--- config.mk ---
export PLATFORM = sky130hd
export DESIGN_NAME = wb_stage_flat
export DESIGN_NICKNAME = d
export VERILOG_FILES = /design/src/rtl/wb_stage_pkg.sv /design/src/rtl/wb_stage_if.sv /design/src/rtl/wb_stage_load_align.sv /design/src/rtl/wb_stage.sv /design/src/flat_wrapper.sv
export SDC_FILE = /design/constraint.sdc
export NUM_CORES = 1
export LEC_CHECK = 0
export ABC_CLOCK_PERIOD_IN_PS = 3370
export CAP_MARGIN = 5
export CORE_ASPECT_RATIO = 1.25
export CORE_UTILIZATION = 28
export DETAILED_ROUTE_END_ITERATION = 16
export DONT_BUFFER_PORTS = 1
export HOLD_SLACK_MARGIN = 0.1
export PLACE_DENSITY = 0.47
export SLEW_MARGIN = 20
export SYNTH_ARGS = -nofsm -noshare
export SYNTH_HDL_FRONTEND = slang
export SYNTH_SLANG_ARGS = --single-unit
--- constraint.sdc ---
create_clock -name i_clk -period 3.37 [get_ports i_clk]
set_clock_uncertainty 0.2 [all_clocks]
set_input_delay 0.674 -clock i_clk [delete_from_list [all_inputs] [get_ports i_clk]]
set_output_delay 0.674 -clock i_clk [all_outputs]
set_load 0.01 [all_outputs]
--- src/rtl/wb_stage_pkg.sv ---
// rtl/wb_stage_pkg.sv - shared encodings and types for the RV32I writeback stage
//
// Writeback select encodings, load funct3 codes, the struct holding the
// registered MEM-stage fields, and a PC+4 helper.

package wb_stage_pkg;

  localparam logic [1:0] WB_SEL_ALU  = 2'b00;
  localparam logic [1:0] WB_SEL_LOAD = 2'b01;
  localparam logic [1:0] WB_SEL_PC4  = 2'b10;
  localparam logic [1:0] WB_SEL_IMM  = 2'b11;

  localparam logic [2:0] FUNCT3_LB  = 3'd0;
  localparam logic [2:0] FUNCT3_LH  = 3'd1;
  localparam logic [2:0] FUNCT3_LW  = 3'd2;
  localparam logic [2:0] FUNCT3_LBU = 3'd4;
  localparam logic [2:0] FUNCT3_LHU = 3'd5;

  typedef struct packed {
    logic [31:0] pc;
    logic        rd_wen;
    logic [4:0]  rd_waddr;
    logic [1:0]  wb_sel;
    logic [31:0] alu_res;
    logic [31:0] imm;
    logic [2:0]  funct3;
  } wb_fields_t;

  // Link address; wraps modulo 2^32 by construction.
  function automatic logic [31:0] pc_plus4(input logic [31:0] pc);
    return pc + 32'd4;
  endfunction

endpackage

--- src/rtl/wb_stage_if.sv ---
// rtl/wb_stage_if.sv - MEM-to-WB bundle feeding the writeback stage
//
// master: MEM stage / memory side (drives all signals)
// slave : wb_stage (samples all signals)
//   i_valid, i_stall, i_flush       pipeline control
//   i_pc, i_rd_wen, i_rd_waddr      instruction identity and destination
//   i_wb_sel, i_alu_res, i_imm      writeback source selection and operands
//   i_funct3                        load type
//   i_dmem_rdata                    load word, arrives in the WB cycle

interface wb_stage_if;
  logic        i_valid;
  logic        i_stall;
  logic        i_flush;
  logic [31:0] i_pc;
  logic        i_rd_wen;
  logic [4:0]  i_rd_waddr;
  logic [1:0]  i_wb_sel;
  logic [31:0] i_alu_res;
  logic [31:0] i_imm;
  logic [2:0]  i_funct3;
  logic [31:0] i_dmem_rdata;

  modport master (
    output i_valid, i_stall, i_flush, i_pc, i_rd_wen, i_rd_waddr,
           i_wb_sel, i_alu_res, i_imm, i_funct3, i_dmem_rdata
  );

  modport slave (
    input  i_valid, i_stall, i_flush, i_pc, i_rd_wen, i_rd_waddr,
           i_wb_sel, i_alu_res, i_imm, i_funct3, i_dmem_rdata
  );
endinterface

--- src/rtl/wb_stage_load_align.sv ---
// rtl/wb_stage_load_align.sv - combinational load byte-lane alignment and extension
//
// Ports:
//   word        in  32  raw memory word
//   offset      in  2   byte offset within the word
//   funct3      in  3   load type (LB/LH/LW/LBU/LHU; 3,6,7 behave as LW)
//   data        out 32  aligned, extended load value
//   misaligned  out 1   access does not fit the given offset
// Parameter MISALIGN_CHK: 1 flags LH/LHU at offset 1 and LW at offset!=0.
// A halfword at offset 3 would straddle the word, so it is always flagged.

module wb_stage_load_align
  import wb_stage_pkg::*;
#(
  parameter int MISALIGN_CHK = 1
) (
  input  logic [31:0] word,
  input  logic [1:0]  offset,
  input  logic [2:0]  funct3,
  output logic [31:0] data,
  output logic        misaligned
);

  logic [31:0] shifted;

  // Selected lane lands in the low bits.
  assign shifted = word >> {offset, 3'b000};

  always_comb begin
    data       = word;
    misaligned = 1'b0;
    case (funct3)
      FUNCT3_LB:  data = {{24{shifted[7]}}, shifted[7:0]};
      FUNCT3_LBU: data = {24'h000000, shifted[7:0]};
      FUNCT3_LH: begin
        data       = {{16{shifted[15]}}, shifted[15:0]};
        misaligned = (offset == 2'd3) || ((MISALIGN_CHK != 0) && (offset == 2'd1));
      end
      FUNCT3_LHU: begin
        data       = {16'h0000, shifted[15:0]};
        misaligned = (offset == 2'd3) || ((MISALIGN_CHK != 0) && (offset == 2'd1));
      end
      default: begin
        data       = word;
        misaligned = (MISALIGN_CHK != 0) && (offset != 2'd0);
      end
    endcase
  end

endmodule

--- src/rtl/wb_stage.sv ---
// rtl/wb_stage.sv - RV32I writeback stage: result register, load align, rf write port
//
// Ports:
//   i_clk, i_rst              clock, synchronous active-high reset
//   mem (wb_stage_if.slave)   MEM-stage fields, stall/flush, dmem read word
//   o_rd_wen/waddr/wdata      register file write port
//   o_valid, o_pc             WB slot status
//   o_misaligned              one-cycle pulse on a misaligned load
//   o_retire_cnt              retired instruction count (WB_RETIRE_CNT_EN only)
// Optional feature macro: WB_RETIRE_CNT_EN.

module wb_stage
  import wb_stage_pkg::*;
#(
  parameter int MISALIGN_CHK = 1,
  parameter int RETIRE_W     = 64
) (
  input  logic        i_clk,
  input  logic        i_rst,
  wb_stage_if.slave   mem,
  output logic        o_rd_wen,
  output logic [4:0]  o_rd_waddr,
  output logic [31:0] o_rd_wdata,
  output logic        o_valid,
  output logic [31:0] o_pc,
  output logic        o_misaligned
`ifdef WB_RETIRE_CNT_EN
  ,
  output logic [RETIRE_W-1:0] o_retire_cnt
`endif
);

  logic       valid_q;
  logic       written_q;
  wb_fields_t f_q;

  logic [31:0] load_data;
  logic        load_mis;
  logic        first_slot;
  logic        mis;

  always_ff @(posedge i_clk) begin
    if (i_rst) begin
      valid_q   <= 1'b0;
      written_q <= 1'b0;
      f_q       <= '0;
    end else if (mem.i_flush) begin
      valid_q   <= 1'b0;
      written_q <= 1'b0;
    end else if (mem.i_stall) begin
      // The held instruction already had its write cycle; block repeats.
      written_q <= written_q | valid_q;
    end else begin
      valid_q        <= mem.i_valid;
      written_q      <= 1'b0;
      f_q.pc         <= mem.i_pc;
      f_q.rd_wen     <= mem.i_rd_wen;
      f_q.rd_waddr   <= mem.i_rd_waddr;
      f_q.wb_sel     <= mem.i_wb_sel;
      f_q.alu_res    <= mem.i_alu_res;
      f_q.imm        <= mem.i_imm;
      f_q.funct3     <= mem.i_funct3;
    end
  end

  wb_stage_load_align #(
    .MISALIGN_CHK(MISALIGN_CHK)
  ) u_load_align (
    .word       (mem.i_dmem_rdata),
    .offset     (f_q.alu_res[1:0]),
    .funct3     (f_q.funct3),
    .data       (load_data),
    .misaligned (load_mis)
  );

  assign first_slot = valid_q & ~written_q;
  assign mis        = first_slot & (f_q.wb_sel == WB_SEL_LOAD) & load_mis;

  assign o_misaligned = mis;
  assign o_rd_wen     = first_slot & f_q.rd_wen & (f_q.rd_waddr != 5'd0) & ~mis;
  assign o_rd_waddr   = f_q.rd_waddr;
  assign o_valid      = valid_q;
  assign o_pc         = f_q.pc;

  always_comb begin
    o_rd_wdata = f_q.alu_res;
    case (f_q.wb_sel)
      WB_SEL_ALU:  o_rd_wdata = f_q.alu_res;
      WB_SEL_LOAD: o_rd_wdata = load_data;
      WB_SEL_PC4:  o_rd_wdata = pc_plus4(f_q.pc);
      WB_SEL_IMM:  o_rd_wdata = f_q.imm;
      default:     o_rd_wdata = f_q.alu_res;
    endcase
  end

`ifdef WB_RETIRE_CNT_EN
  logic [RETIRE_W-1:0] retire_cnt_q;

  // Counts each instruction once, in its first WB cycle, misaligned included.
  always_ff @(posedge i_clk) begin
    if (i_rst) begin
      retire_cnt_q <= '0;
    end else if (first_slot) begin
      retire_cnt_q <= retire_cnt_q + RETIRE_W'(1);
    end
  end

  assign o_retire_cnt = retire_cnt_q;
`else
  logic [RETIRE_W-1:0] unused_retire_w;
  assign unused_retire_w = '0;
`endif

endmodule

--- src/flat_wrapper.sv ---
// flat-port wrapper written by rule: the top's interface ports become plain ports
module wb_stage_flat import wb_stage_pkg::*;
#(
  parameter int MISALIGN_CHK = 1,
  parameter int RETIRE_W     = 64
)
  (i_clk, i_rst, o_rd_wen, o_rd_waddr, o_rd_wdata, o_valid, o_pc, o_misaligned, mem_i_valid, mem_i_stall, mem_i_flush, mem_i_pc, mem_i_rd_wen, mem_i_rd_waddr, mem_i_wb_sel, mem_i_alu_res, mem_i_imm, mem_i_funct3, mem_i_dmem_rdata);
  wb_stage_if mem_i ();
  input  logic i_clk;
  input  logic i_rst;
  output logic o_rd_wen;
  output logic [4:0] o_rd_waddr;
  output logic [31:0] o_rd_wdata;
  output logic o_valid;
  output logic [31:0] o_pc;
  output logic o_misaligned;
  input wire logic [$bits(mem_i.i_valid)-1:0] mem_i_valid;
  input wire logic [$bits(mem_i.i_stall)-1:0] mem_i_stall;
  input wire logic [$bits(mem_i.i_flush)-1:0] mem_i_flush;
  input wire logic [$bits(mem_i.i_pc)-1:0] mem_i_pc;
  input wire logic [$bits(mem_i.i_rd_wen)-1:0] mem_i_rd_wen;
  input wire logic [$bits(mem_i.i_rd_waddr)-1:0] mem_i_rd_waddr;
  input wire logic [$bits(mem_i.i_wb_sel)-1:0] mem_i_wb_sel;
  input wire logic [$bits(mem_i.i_alu_res)-1:0] mem_i_alu_res;
  input wire logic [$bits(mem_i.i_imm)-1:0] mem_i_imm;
  input wire logic [$bits(mem_i.i_funct3)-1:0] mem_i_funct3;
  input wire logic [$bits(mem_i.i_dmem_rdata)-1:0] mem_i_dmem_rdata;
  assign mem_i.i_valid = mem_i_valid;
  assign mem_i.i_stall = mem_i_stall;
  assign mem_i.i_flush = mem_i_flush;
  assign mem_i.i_pc = mem_i_pc;
  assign mem_i.i_rd_wen = mem_i_rd_wen;
  assign mem_i.i_rd_waddr = mem_i_rd_waddr;
  assign mem_i.i_wb_sel = mem_i_wb_sel;
  assign mem_i.i_alu_res = mem_i_alu_res;
  assign mem_i.i_imm = mem_i_imm;
  assign mem_i.i_funct3 = mem_i_funct3;
  assign mem_i.i_dmem_rdata = mem_i_dmem_rdata;
  wb_stage #(.MISALIGN_CHK(MISALIGN_CHK), .RETIRE_W(RETIRE_W)) u_core (.i_clk(i_clk), .i_rst(i_rst), .mem(mem_i), .o_rd_wen(o_rd_wen), .o_rd_waddr(o_rd_waddr), .o_rd_wdata(o_rd_wdata), .o_valid(o_valid), .o_pc(o_pc), .o_misaligned(o_misaligned));
endmodule
==> reports/results.tsv <==
metric	value	unit
Synth async-reset ratio	0	%
Worst Path Required	2.50	ns
gr ovfl total	0	
Num CTS Buffers	9	
fin crit share	98.0	%
Crit. End Element	output port	
DR iter-0 viols	554	
WP data arrival	2.43	ns
clock latency on the worst-skew pair	0.36	ns
Post-DRT Antenna Nets	0	
CP max FO	10	
DIE WIDTH	134	um
initial antenna violation count	1	
HP Class	in -> reg	
synthesized area	6080	um^2
Pwr Density	431	nW/um^2
Clock transition at path regs	0.07	ns
final setup fails	0	
maximum resistive drop on vdd	0.249	mV
leading cell type in the layout, fill and taps excluded	nand2_1	
I/O pin count	216	
layout cells sized above 1	14.3	%
top_reg_cell synth	dfxtp_1	
routed vias	5903	
sequential element share of the synthesized area	35.9	%
via/cell ratio	5.38	
worst-margin pin slew	0.689	ns
CTS tree	built	
DRC Markers	0	
static leakage	2.36	nW
setup_tns	0	ns
max-cap violations	0	
CTS Buffer Depth	2	
wire per inst	21.9	um
setup bufs post-CTS	0	
critical setup path kind	reg -> out	
min cycle time layout	3.30	ns
Slew HR	53.4	%
DPL Wire Length	18400	um
Critical Path Start Type	flop	
Area Growth Syn to Fin	12.5	%
num rows	59	
Area after DPL	6420	um^2
endpoints failing hold	0	
die extent in y	167	um
first-pass GRT wire length	35400	um
CP startpoint	u_core.o_pc[10]$_SDFFE_PP0P_	
core region area	21000	um^2
Routed WL	24000	um
Post-CTS Hold Buffers	0	
r2r startpoint	u_core.f_q[67]$_SDFFE_PP0P_	
CTS Root Cell	clkbuf_16	
number of detailed-route iterations in the first pass	5	
Max Slew Vio Count	0	
dpl cells	1082	
Initial Utilization	28.9	%
Diodes inserted	0	
RD Place Congestion	0.896	
WHS Path Cells	1	
syn nets	991	
nets	964	
largest net degree at the start of global routing	110	
hold path start	mem_i_flush	
Die Area	22300	um^2
post-synthesis cell type count	51	
worst-case reg-to-reg path depth	3	
Tot Pwr	2.95	mW
outcome	completed	
# H-tree levels	3	
vias in the first global route	5546	
Yosys reg bits	109	
Synth warnings	0	
Post-Synthesis Cells	846	
Sink Count	109	
commonest non-fill, non-tap cells in the layout	247 x nand2_1, 132 x a21oi_1, 102 x dfxtp_1, 59 x buf_4, 32 x nor2_1	
Total Routing Usage GR	21.4	%
Syn Area/Cell	7.19	um^2
FMAX	303	MHz
post-route non-filler standard cell count	1097	
Post-synth EDFFs	0	
# port buffers	0	
Final Cell Area	6850	um^2
FILL cells	2292	
final core utilization	32.5	%
==> path summary, 6_finish.rpt <==
path | end | slack [ns]
worst min register to register | u_core.f_q[13]$_SDFFE_PP0P_ | 0.25
worst max-delay path | o_rd_wdata[26] | 0.07
worst max register to register | u_core.f_q[67]$_SDFFE_PP0P_ | 1.96
worst min-delay path | u_core.written_q$_SDFF_PP0_ | 0.18
==> critical path, stage by stage, from the launching register on <==
cell	delay [ns]
dfxtp_1	0.37
nand4_4	0.16
or4_4	0.60
nor4_4	0.20
xor2_1	0.32
a2bb2oi_1	0.26
buf_4	0.16
==> registers in the layout, summed over array words and instances (netlist names) <==
| name | flops |
|---|---|
| u_core.o_valid | 1 |
| u_core.o_rd_waddr | 5 |
| u_core.o_pc | 32 |
| u_core.f_q | 70 |
| u_core.written_q | 1 |
==> cell families (layout without fill, tap and decap cells) <==
family	after synthesis	in the layout	synth area share (%)
AND/OR/NAND/NOR	346	346	23.9
AO/OA/AOI/OAI	232	232	22.3
buffers and inverters	114	91	9.48
flip-flops	109	109	35.9
XOR/XNOR	26	26	3.74
multiplexers	18	18	4.48
adder cells (fa/ha/maj)	1	1	0.206
==> per-stage QoR <==
stage          hold WS (ns)  worst slack (ns)
4_1_cts               0.169            0.0106
2_1_floorplan         0.232             0.319
6_report              0.181            0.0691
5_1_grt               0.166          -0.00730
3_3_place_gp          0.235             0.233
3_5_place_dp          0.238             0.147
==> repair_timing <==
item | in CTS | in global routing
resized for setup | 5 | 22
pin swaps | 3 | 7
endpoints found under the setup margin | 7 | 13
==> synthesized netlist by cell type, types with 4 or more instances <==
cell / count / area, um^2
dfxtp_1: 109 / 2180
mux2_2: 4 / 45.0
a21oi_1: 132 / 661
o21ai_0: 28 / 140
o221ai_1: 6 / 52.6
inv_1: 12 / 45.0
nand4_1: 4 / 25.0
a22oi_1: 7 / 52.6
xnor2_1: 17 / 149
nor2_1: 33 / 124
buf_1: 5 / 18.8
nand3_1: 19 / 95.1
clkbuf_1: 55 / 206
mux4_2: 7 / 158
a221oi_1: 5 / 43.8
o211ai_1: 4 / 30.0
nor3_1: 10 / 50.1
o22ai_1: 16 / 100
buf_4: 37 / 278
nand2_1: 248 / 931
xor2_1: 9 / 78.8
nand2b_1: 4 / 25.0
a31oi_1: 6 / 37.5
o32ai_1: 6 / 52.6
mux2i_1: 7 / 70.1
nor4_1: 10 / 62.6
==> where the power goes <==
part           leakage (nW)  internal, mW  switching (mW)
registers             0.894          1.35          0.0574
clock network         0.145         0.593           0.498
logic                  1.32         0.180           0.272
==> area by class of cell <==
cell class / count / area, um^2 / share of cell area [%]
Clock buffer: 11 / 243 / 3.55
Multi-Input combinational cell: 623 / 3460 / 50.6
Timing Repair Buffer: 62 / 503 / 7.35
Tap cell: 274 / 343 / 5.01
Inverter: 14 / 52.6 / 0.768
Clock inverter: 4 / 48.8 / 0.713
Sequential cell: 109 / 2190 / 32.0
==> metal layers <==
metal	GRT usage, %	vias to the layer above	part of all wire, %
met5	0	-	0.067
li1	-	2833	-
met1	25.7	2798	40
met4	7.71	2	2.5
met2	34.8	241	48
met3	7.46	29	10
(Power assumes the default switching activity.)
